--- config.mk ---
export PLATFORM = sky130hd
export DESIGN_NAME = score_bcd_encoder
export DESIGN_NICKNAME = d
export VERILOG_FILES = /design/src/rtl/pinball_disp_pkg.sv /design/src/rtl/bcd_add3.sv /design/src/rtl/score_bcd_encoder.sv
export SDC_FILE = /design/constraint.sdc
export NUM_CORES = 1
export LEC_CHECK = 0
export BUFFER_PORTS_ARGS = -buffer_cell sky130_fd_sc_hd__buf_2
export CAP_MARGIN = 5
export CORE_MARGIN = 4
export CORE_UTILIZATION = 40
export CTS_CLUSTER_SIZE = 30
export DETAILED_ROUTE_END_ITERATION = 8
export PLACE_DENSITY = 0.63
export SYNTH_ARGS = -nofsm -noshare
export SYNTH_HDL_FRONTEND = slang
export SYNTH_SLANG_ARGS = --single-unit
--- constraint.sdc ---
create_clock -name i_clk -period 2.07 [get_ports i_clk]
set_input_delay 0.5175 -clock i_clk [delete_from_list [all_inputs] [get_ports i_clk]]
set_output_delay 0.5175 -clock i_clk [all_outputs]
set_load 0.01 [all_outputs]
--- src/rtl/pinball_disp_pkg.sv ---
// Shared constants and types for the pinball score display path.
// Holds the digit codes, the encoder FSM states and a helper that
// gives the largest value a given number of decimal digits can show.
package pinball_disp_pkg;

  // Digit code the 7-segment decoder shows as all segments off.
  localparam logic [3:0] DIGIT_BLANK = 4'hF;
  // Digit code used to saturate the display on overflow.
  localparam logic [3:0] DIGIT_NINE  = 4'h9;

  typedef enum logic [1:0] {
    IDLE  = 2'd0,
    SHIFT = 2'd1,
    FIN   = 2'd2
  } enc_state_t;

  // 10**digits - 1, i.e. the largest value shown on 'digits' decimal digits.
  function automatic int max_value(input int digits);
    int v;
    v = 1;
    for (int i = 0; i < digits; i++) begin
      v = v * 10;
    end
    return v - 1;
  endfunction

endpackage

--- src/rtl/bcd_add3.sv ---
// Shift-add-3 nibble correction: a nibble of 5 or more gets +3 so the
// following left shift carries correctly into the next decimal digit.
// The result stays inside the nibble; there is no carry out.
module bcd_add3 (
  input  logic [3:0] i_nib,
  output logic [3:0] o_nib
);

  assign o_nib = (i_nib >= 4'd5) ? (i_nib + 4'd3) : i_nib;

endmodule

--- src/rtl/score_bcd_encoder.sv ---
// Sequential binary-to-BCD encoder for the score display.
// One conversion takes BIN_W shift cycles plus one finish cycle; the
// finished digits are optionally leading-zero blanked or saturated to
// all nines when the score does not fit on DIGITS digits.
//
//   state | meaning
//   IDLE  | waiting for start; result registers hold the last conversion
//   SHIFT | add-3 correction then one left shift per cycle, BIN_W cycles
//   FIN   | publish digits/overflow, pulse done, drop busy
module score_bcd_encoder
  import pinball_disp_pkg::*;
#(
  parameter int BIN_W  = 14,
  parameter int DIGITS = 4
) (
  input  logic                  i_clk,
  input  logic                  i_rst,
  input  logic                  i_start,
  input  logic [BIN_W-1:0]      i_bin,
  input  logic                  i_blank_lz,
  output logic                  o_busy,
  output logic                  o_done,
  output logic [4*DIGITS-1:0]   o_bcd,
  output logic                  o_overflow
);

  localparam int SCR_W = 4 * DIGITS;
  localparam int CNT_W = $clog2(BIN_W + 1);
  localparam logic [31:0] MAX_VAL = 32'(max_value(DIGITS));

  enc_state_t          r_state;
  enc_state_t          w_state_nxt;

  logic [BIN_W-1:0]    r_shreg;
  logic [SCR_W-1:0]    r_scratch;
  logic [CNT_W-1:0]    r_cnt;
  logic                r_ovf;
  logic                r_blank;

  logic                r_busy;
  logic                r_done;
  logic [SCR_W-1:0]    r_bcd;
  logic                r_overflow;

  logic                w_load;
  logic                w_shift;
  logic                w_fin;
  logic                w_last;
  logic [31:0]         w_bin_ext;
  logic                w_bin_gt_max;
  logic [SCR_W-1:0]    w_adj;
  logic [SCR_W-1:0]    w_result;
  logic                w_lead;

  // Overflow is decided on the raw input at the accept edge.
  assign w_bin_ext    = 32'(i_bin);
  assign w_bin_gt_max = (w_bin_ext > MAX_VAL);

  // The shift that brings the counter from 1 to 0 is the last one.
  assign w_last = (r_cnt == CNT_W'(1));

  genvar g;
  generate
    for (g = 0; g < DIGITS; g++) begin : g_add3
      bcd_add3 u_add3 (
        .i_nib (r_scratch[4*g +: 4]),
        .o_nib (w_adj[4*g +: 4])
      );
    end
  endgenerate

  // State register.
  always_ff @(posedge i_clk or posedge i_rst) begin
    if (i_rst) begin
      r_state <= IDLE;
    end else begin
      r_state <= w_state_nxt;
    end
  end

  // Next-state logic and per-state datapath strobes.
  always_comb begin
    w_state_nxt = r_state;
    w_load      = 1'b0;
    w_shift     = 1'b0;
    w_fin       = 1'b0;
    case (r_state)
      IDLE: begin
        if (i_start) begin
          w_load      = 1'b1;
          w_state_nxt = SHIFT;
        end
      end
      SHIFT: begin
        w_shift = 1'b1;
        if (w_last) begin
          w_state_nxt = FIN;
        end
      end
      FIN: begin
        w_fin       = 1'b1;
        w_state_nxt = IDLE;
      end
      default: begin
        w_state_nxt = IDLE;
      end
    endcase
  end

  // Conversion registers: load on accept, corrected shift while in SHIFT.
  always_ff @(posedge i_clk or posedge i_rst) begin
    if (i_rst) begin
      r_shreg   <= '0;
      r_scratch <= '0;
      r_cnt     <= '0;
      r_ovf     <= 1'b0;
      r_blank   <= 1'b0;
    end else if (w_load) begin
      r_shreg   <= i_bin;
      r_scratch <= '0;
      r_cnt     <= CNT_W'(BIN_W);
      r_ovf     <= w_bin_gt_max;
      r_blank   <= i_blank_lz;
    end else if (w_shift) begin
      r_scratch <= {w_adj[SCR_W-2:0], r_shreg[BIN_W-1]};
      r_shreg   <= {r_shreg[BIN_W-2:0], 1'b0};
      r_cnt     <= r_cnt - CNT_W'(1);
    end
  end

  // Final digit codes: saturate on overflow, else blank leading zeros
  // from the top digit down; the units digit always shows.
  always_comb begin
    w_result = r_scratch;
    w_lead   = 1'b1;
    if (r_ovf) begin
      w_result = {DIGITS{DIGIT_NINE}};
    end else if (r_blank) begin
      for (int i = DIGITS - 1; i >= 1; i--) begin
        if (w_lead && (r_scratch[4*i +: 4] == 4'd0)) begin
          w_result[4*i +: 4] = DIGIT_BLANK;
        end else begin
          w_lead = 1'b0;
        end
      end
    end
  end

  // Handshake and published result; results hold until the next FIN.
  always_ff @(posedge i_clk or posedge i_rst) begin
    if (i_rst) begin
      r_busy     <= 1'b0;
      r_done     <= 1'b0;
      r_bcd      <= '0;
      r_overflow <= 1'b0;
    end else begin
      r_done <= w_fin;
      if (w_load) begin
        r_busy <= 1'b1;
      end else if (w_fin) begin
        r_busy     <= 1'b0;
        r_bcd      <= w_result;
        r_overflow <= r_ovf;
      end
    end
  end

  assign o_busy     = r_busy;
  assign o_done     = r_done;
  assign o_bcd      = r_bcd;
  assign o_overflow = r_overflow;

endmodule

==> results of run 1 <==
==> through the flow <==
step | total power [mW] | utilization (%)
after floorplan | 3.08 | -
after global placement | 3.54 | 45.8
after detailed placement | 3.61 | 45.8
after CTS | 4.66 | 48.7
after global routing | 5.03 | 48.7
final | 4.61 | 48.7
==> kinds of logic (layout without fill, tap and decap cells) <==
group | after synthesis | after routing | share of synthesized area (%)
and+or+nand+nor | 106 | 106 | 18.4
AOI/OAI and AO/OA | 79 | 79 | 17.2
DFF | 57 | 57 | 51.1
buffers and inverters | 30 | 77 | 4.80
adders and majority gates | 12 | 12 | 5.38
xor gates and xnor gates | 6 | 6 | 1.88
muxes | 3 | 3 | 1.17
==> final cells by class <==
type	instances	area, um^2
fill	649	3490
timing repair buffer	48	283
sequential	57	1430
tap	96	120
clock buffer	12	155
inverter	14	52.6
clock inverter	3	40.0
multi-input combinational	206	1230
==> worst max-delay path, delay by kind of cell (launching register included) <==
family                   cells  cell delay, ns
buffers and inverters        1            0.10
adder cells (fa/ha/maj)      1            0.24
AND/OR/NAND/NOR              3            0.75
flip-flops                   1            0.41
AO/OA/AOI/OAI                1            0.17
==> cells in the final DEF (no fill, tap or decap), drive strengths merged, types with 7 or more instances in the layout <==
cell type	n
nand2	49
nor2	15
ha	12
dfrtp	57
inv	13
clkbuf	12
a22oi	8
buf	48
nand2b	8
nand3	10
a22o	7
o21ai	40
a21oi	12
==> registers in the layout, summed over array words and instances, names as in the netlist <==
name and cells:
o_busy 1, r_cnt 4, o_bcd 16, r_blank 1, r_shreg 14, r_scratch 16
r_state 2, o_overflow 1, o_done 1, r_ovf 1
==> metal layers <==
layer  share of wire, %  up-vias  GRT usage [%]
met5                  0        -              0
met4                1.9        0           7.04
met3                4.3        9           3.23
met2                 43       50           22.6
met1                 50     1061           21.7
li1                   -     1100              -
==> path summary, 6_finish.rpt <==
kind                                                 from                  endpoint  cells past startpoint
worst min register to register       o_bcd[0]$_DFFE_PP0P_      o_bcd[0]$_DFFE_PP0P_                      2
worst max-delay path            r_scratch[12]$_DFFE_PP0P_      o_bcd[4]$_DFFE_PP0P_                      6
worst max register to register  r_scratch[12]$_DFFE_PP0P_      o_bcd[4]$_DFFE_PP0P_                      6
max in group asynchronous                           i_rst      r_cnt[1]$_DFFE_PP0P_                      3
min in group i_clk                             i_blank_lz       r_blank$_DFFE_PP0P_                      3
worst min-delay path                                i_rst  r_scratch[4]$_DFFE_PP0P_                      2
==> power groups by stage <==
stage	clock network (mW)	registers (mW)	logic (mW)
5_1_grt	1.12	1.98	1.93
4_1_cts	1.06	1.90	1.70
6_report	1.03	1.90	1.68
3_3_place_gp	0	1.90	1.64
3_5_place_dp	0	1.92	1.69
2_1_floorplan	0	1.88	1.20
==> flow_metrics.tcl, run 1 <==
set metrics [dict create \
    synth.distinct_cells 39 \
    grt_max_degree 35 \
    hpwl_mm 4.28 \
    layout_setup_ws_ns 0.321 \
    finalHoldViolCount 0 \
    post_cts_resized 0 \
    dpl.cell_count 421 \
    clkTransAtPathRegs_ns 0.07 \
    critPathRequiredTime_ns 2.32 \
    synth_edf_count 0 \
    syn_nets 323 \
    cts_tree "built" \
    core-area_um2 6790 \
    report.final.slew_viol_count 0 \
    p_int_mw 2.93 \
    wl_per_cell_um 13.6 \
    cts_buffers 9 \
    fmax_mhz 572 \
    cp.arrival_ns 2.00 \
    cts-root-buf "clkbuf_8" \
    post_cts_buffers 0 \
    power.density_nw_per_um2 1390 \
    dr.pass1.iters 4 \
    crit_path_end_kind "flip-flop" \
    clkPwrFrac_pct 22.5 \
    ir_drop_mv 0.398 \
    h-tree-depth 3 \
    power_switching_mw 1.68 \
    cp-start-kind "flip-flop" \
    drv_cap 0 \
    synth_commonest_cells "dfrtp_1, nand2_1, o21ai_0" \
    path_class "flip-flop to flip-flop" \
    place.gp.congestion 0.846 \
    die_h_um 91.5 \
    drc 0 \
    yosys_register_bits 57 \
    drive_above_1_share_pct 19.4 \
    finalNonFillerCells 436 \
    netlist_area_um2 2790 \
    post_dp_cell_area_um2 3110 \
    synth.avg_cell_area_um2 9.52 \
    cts-hold-fix-buffers 0 \
    syn2layout_area_growth_pct 18.5 \
    critPathSlowestCell "dfrtp_1" \
    grt_pass1_wl_mm 10.3 \
    io_buffers 36 \
    fin_hold_ws_ns 0.215 \
    tightest_slew_ns 0.526 \
    antenna_found_initial 0 \
    cp_max_fo 7 \
    fin_nets 366 \
    fin_skew_ns 0.00973 \
    syn_inst 293 \
    yosysWarnings 0 \
    synth.area.top_cells "dfrtp_1, o21ai_0, nand2_1" \
    tns_ns 0 \
    yosysMostFrequentCell "dfrtp_1" \
    yosysSeqAreaShare_pct 51.1 \
    routed_wl_mm 5.94 \
    relSlewSlack_pct 64.9 \
    io_pins 37 \
    die_w_um 91.5 \
    finalSetupViolCount 0 \
    grt_pass1_vias 2117 \
    design_area_um2 3310 \
    synthFlopType "dfrtp_1" \
    antennaDiodeCount 0 \
    preCtsSetupSlack_ns 0.343 \
    clockBufferDepth 2 \
    clk_latency_ns 0.33 \
    combPwrFrac_pct 36.4 \
    clkSinkCount 57 \
    finalCriticalPeriod_ns 1.75 \
    period_share_pct 84.5 \
    rsz0062_at_grt "false" \
    slowest_delay_ns 0.41 \
    netSwitchingFraction_pct 36.5 \
    rrSetupSlack_ns 0.32 \
    synth_top_area_share_pct 51.1 \
    path_cells "inv_1 -> ha_1 -> and4bb_1 -> and3_1 -> nand4_1 -> a31oi_1" \
    status "finished clean" \
    drt_iter0_drc 108 \
    hold_path.class "input pin to async pin" \
    yosysTopAreaCell "dfrtp_1" \
    start_util_pct 41.1 \
    die-area_um2 8380 \
    grt-ovfl-total 0 \
    rows 30 \
    grt_usage_pct 15.4 \
    viasPerCell 5.09 \
    ys_async_sr_fraction_pct 100 \
    ant_nets 0 \
    pwr-share-seq_pct 41.2 \
    leakagePower_nw 1.61 \
    num_vias 2220 \
]
Power figures use the tool's default switching activity.
==> inputs of run 2 (changes only) <==
--- a/config.mk
+++ b/config.mk
@@ -5,13 +5,14 @@
 export SDC_FILE = /design/constraint.sdc
 export NUM_CORES = 1
 export LEC_CHECK = 0
+export ABC_AREA = 1
 export BUFFER_PORTS_ARGS = -buffer_cell sky130_fd_sc_hd__buf_2
 export CAP_MARGIN = 5
 export CORE_MARGIN = 4
 export CORE_UTILIZATION = 40
 export CTS_CLUSTER_SIZE = 30
 export DETAILED_ROUTE_END_ITERATION = 8
-export PLACE_DENSITY = 0.63
+export PLACE_DENSITY = 0.65
 export SYNTH_ARGS = -nofsm -noshare
 export SYNTH_HDL_FRONTEND = slang
 export SYNTH_SLANG_ARGS = --single-unit
==> constraint.sdc (replaced) <==
create_clock -name i_clk -period 1.6 [get_ports i_clk]
set_input_delay 0.4 -clock i_clk [delete_from_list [all_inputs] [get_ports i_clk]]
set_output_delay 0.4 -clock i_clk [all_outputs]
set_load 0.01 [all_outputs]
==> run 2 against run 1 <==
Compared with the run above:
- power grew 42%
- flip-flop and latch count stayed put
- non-clock buffer count is 7 lower
- cell count is 9.2% higher
- clock-buffer cell count is 1 higher
- synthesized cell count rose by 18%
- critical path type unchanged
==> flow_metrics.tcl, run 2 <==
set metrics [dict create \
    status "finished clean" \
    layout_setup_ws_ns 0.180 \
    synth.distinct_cells 21 \
    clkTransAtPathRegs_ns 0.06 \
    finalHoldViolCount 0 \
    cp-start-kind "flip-flop" \
    yosysWarnings 0 \
    routed_wl_mm 5.84 \
    relSlewSlack_pct 79.8 \
    mostFrequentLayoutCells "nand2_1, dfrtp_1, buf_2" \
    io_pins 37 \
    fin_total_pwr_mw 6.56 \
    grt_usage_pct 15.0 \
    leakagePower_nw 1.72 \
    synth_edf_count 0 \
    yosys_register_bits 57 \
    synthFlopType "dfrtp_1" \
    antenna_found_initial 0 \
    start_util_pct 41.1 \
    grt-ovfl-total 0 \
    design_area_um2 3240 \
    finalSetupViolCount 0 \
    fmax_mhz 704 \
    clockBufferDepth 2 \
    die-area_um2 8340 \
    grtUsageMet1_pct 19.6 \
    synth_commonest_cells "nand2_1, dfrtp_1, nand3_1" \
    viasPerCell 4.93 \
    cts_buffers 9 \
    io_buffers 36 \
    cts_tree "built" \
    drc 0 \
    path_class "flip-flop to flip-flop" \
    die_w_um 91.4 \
    ys_async_sr_fraction_pct 100 \
    ant_nets 0 \
    post_cts_buffers 0 \
    wl_per_cell_um 12.3 \
    post_cts_resized 0 \
    ir_drop_mv 0.751 \
    syn_inst 347 \
    met3_usage_pct 5.72 \
    netlist_area_um2 2780 \
    place.gp.congestion 0.744 \
    die_h_um 91.4 \
    grt_pass1_vias 2270 \
    synth.avg_cell_area_um2 8.01 \
    critPathRequiredTime_ns 1.83 \
    synth.area.top_cells "dfrtp_1, nand2_1, nand3_1" \
    fin_skew_ns 0.00477 \
    h-tree-depth 3 \
    yosysTopAreaCell "dfrtp_1" \
    power.density_nw_per_um2 2030 \
    clkSinkCount 57 \
    syn_nets 377 \
    grt_pass1_wl_mm 10.1 \
    preCtsSetupSlack_ns 0.212 \
    hold_path.class "input pin to async pin" \
    cp.arrival_ns 1.65 \
    busiest_layer "met2" \
    synth_top_area_share_pct 51.3 \
    n_fill_cell 698 \
    report.final.slew_viol_count 0 \
    crit_path_end_kind "flip-flop" \
    grtUsageMet2_pct 23.1 \
    rows 30 \
    cp_max_fo 5 \
    clk_latency_ns 0.34 \
    layout_commonest_cell "nand2_1" \
    rsz0062_at_grt "false" \
    num_vias 2345 \
    post_dp_cell_area_um2 3060 \
    antennaDiodeCount 0 \
    tightest_slew_ns 0.302 \
    dr.pass1.iters 4 \
    cts-root-buf "clkbuf_8" \
    grt_max_degree 47 \
    yosysMostFrequentCell "nand2_1" \
    tns_ns 0 \
    drv_cap 0 \
    syn2layout_area_growth_pct 16.5 \
    hpwl_mm 4.18 \
    period_share_pct 88.7 \
    finalCriticalPeriod_ns 1.42 \
    drt_iter0_drc 154 \
    drive_above_1_share_pct 17.4 \
    fin_nets 421 \
    cts-hold-fix-buffers 0 \
    yosysSeqAreaShare_pct 51.3 \
    core-area_um2 6760 \
]
-- run 2: cell types whose count changed after synthesis, moves of 7 or more --
cell,previous run,this run
nand2_1,49,128
o21ai_0,40,7
nand3_1,10,35
o21ai_1,0,16
nor2_1,15,28
inv_1,13,25
a22oi_1,8,0
inv_2,0,8
nand2b_1,8,0
a22o_1,7,0
-- run 2: power by group --
group	internal, mW	total (mW)	switching (mW)	leakage (nW)
clock network	0.639	1.20	0.558	0.0932
logic	1.05	2.81	1.76	0.939
registers	2.11	2.55	0.443	0.685
total	3.81	6.56	2.76	1.72
-- run 2: critical path, cell delays in order (launching register included) --
cell	delay, ns
dfrtp_1	0.41
inv_1	0.17
ha_1	0.20
inv_1	0.07
o21ai_0	0.21
nand3_1	0.11
nand3_1	0.09
nand2_1	0.05
-- run 2: metal layers --
| metal | part of all wire (%) | up-vias | wire length (um) |
|---|---|---|---|
| met5 | 0 | - | 0 |
| met4 | 0.82 | 0 | 48 |
| met3 | 4.8 | 4 | 279 |
| met2 | 45 | 52 | 2660 |
| met1 | 49 | 1092 | 2860 |
| li1 | - | 1197 | - |
-- run 2: layout make-up --
class | count | area (um^2) | share of cell area [%]
Tap cell | 80 | 100 | 3.09
Timing Repair Buffer | 41 | 230 | 7.11
Clock inverter | 3 | 15.0 | 0.464
Sequential cell | 57 | 1430 | 44.0
Clock buffer | 13 | 159 | 4.91
Multi-Input combinational cell | 248 | 1170 | 36.2
Inverter | 34 | 134 | 4.13
-- run 2: path summary, 6_finish.rpt --
check / endpoint / slack, ns / depth (start not counted) / start
max: r_scratch[9]$_DFFE_PP0P_ / 0.18 / 7 / r_scratch[8]$_DFFE_PP0P_
min: r_shreg[8]$_DFFE_PP0P_ / 0.01 / 2 / i_rst
max reg2reg: r_scratch[9]$_DFFE_PP0P_ / 0.18 / 7 / r_scratch[8]$_DFFE_PP0P_
min reg2reg: o_busy$_DFFE_PP0P_ / 0.47 / 2 / o_busy$_DFFE_PP0P_
max in group asynchronous: r_scratch[9]$_DFFE_PP0P_ / 1.07 / 3 / i_rst
min in group i_clk: r_blank$_DFFE_PP0P_ / 0.27 / 3 / i_blank_lz
-- run 2: per-stage QoR --
step / std cells / util, % / hold WS, ns
final: 476 / 47.9 / 0.0150
after CTS: 476 / 47.9 / 0.00903
after detailed placement: 460 / 45.4 / 0.377
after global routing: 476 / 47.9 / 0.00750
after global placement: 460 / 45.4 / 0.374
after floorplan: 347 / - / 0.442
-- run 2: cell families after synthesis --
family	synth area share, %
AO/OA/AOI/OAI	7.29
flip-flops	51.3
adder cells (fa/ha/maj)	5.40
buffers and inverters	6.44
AND/OR/NAND/NOR	29.5
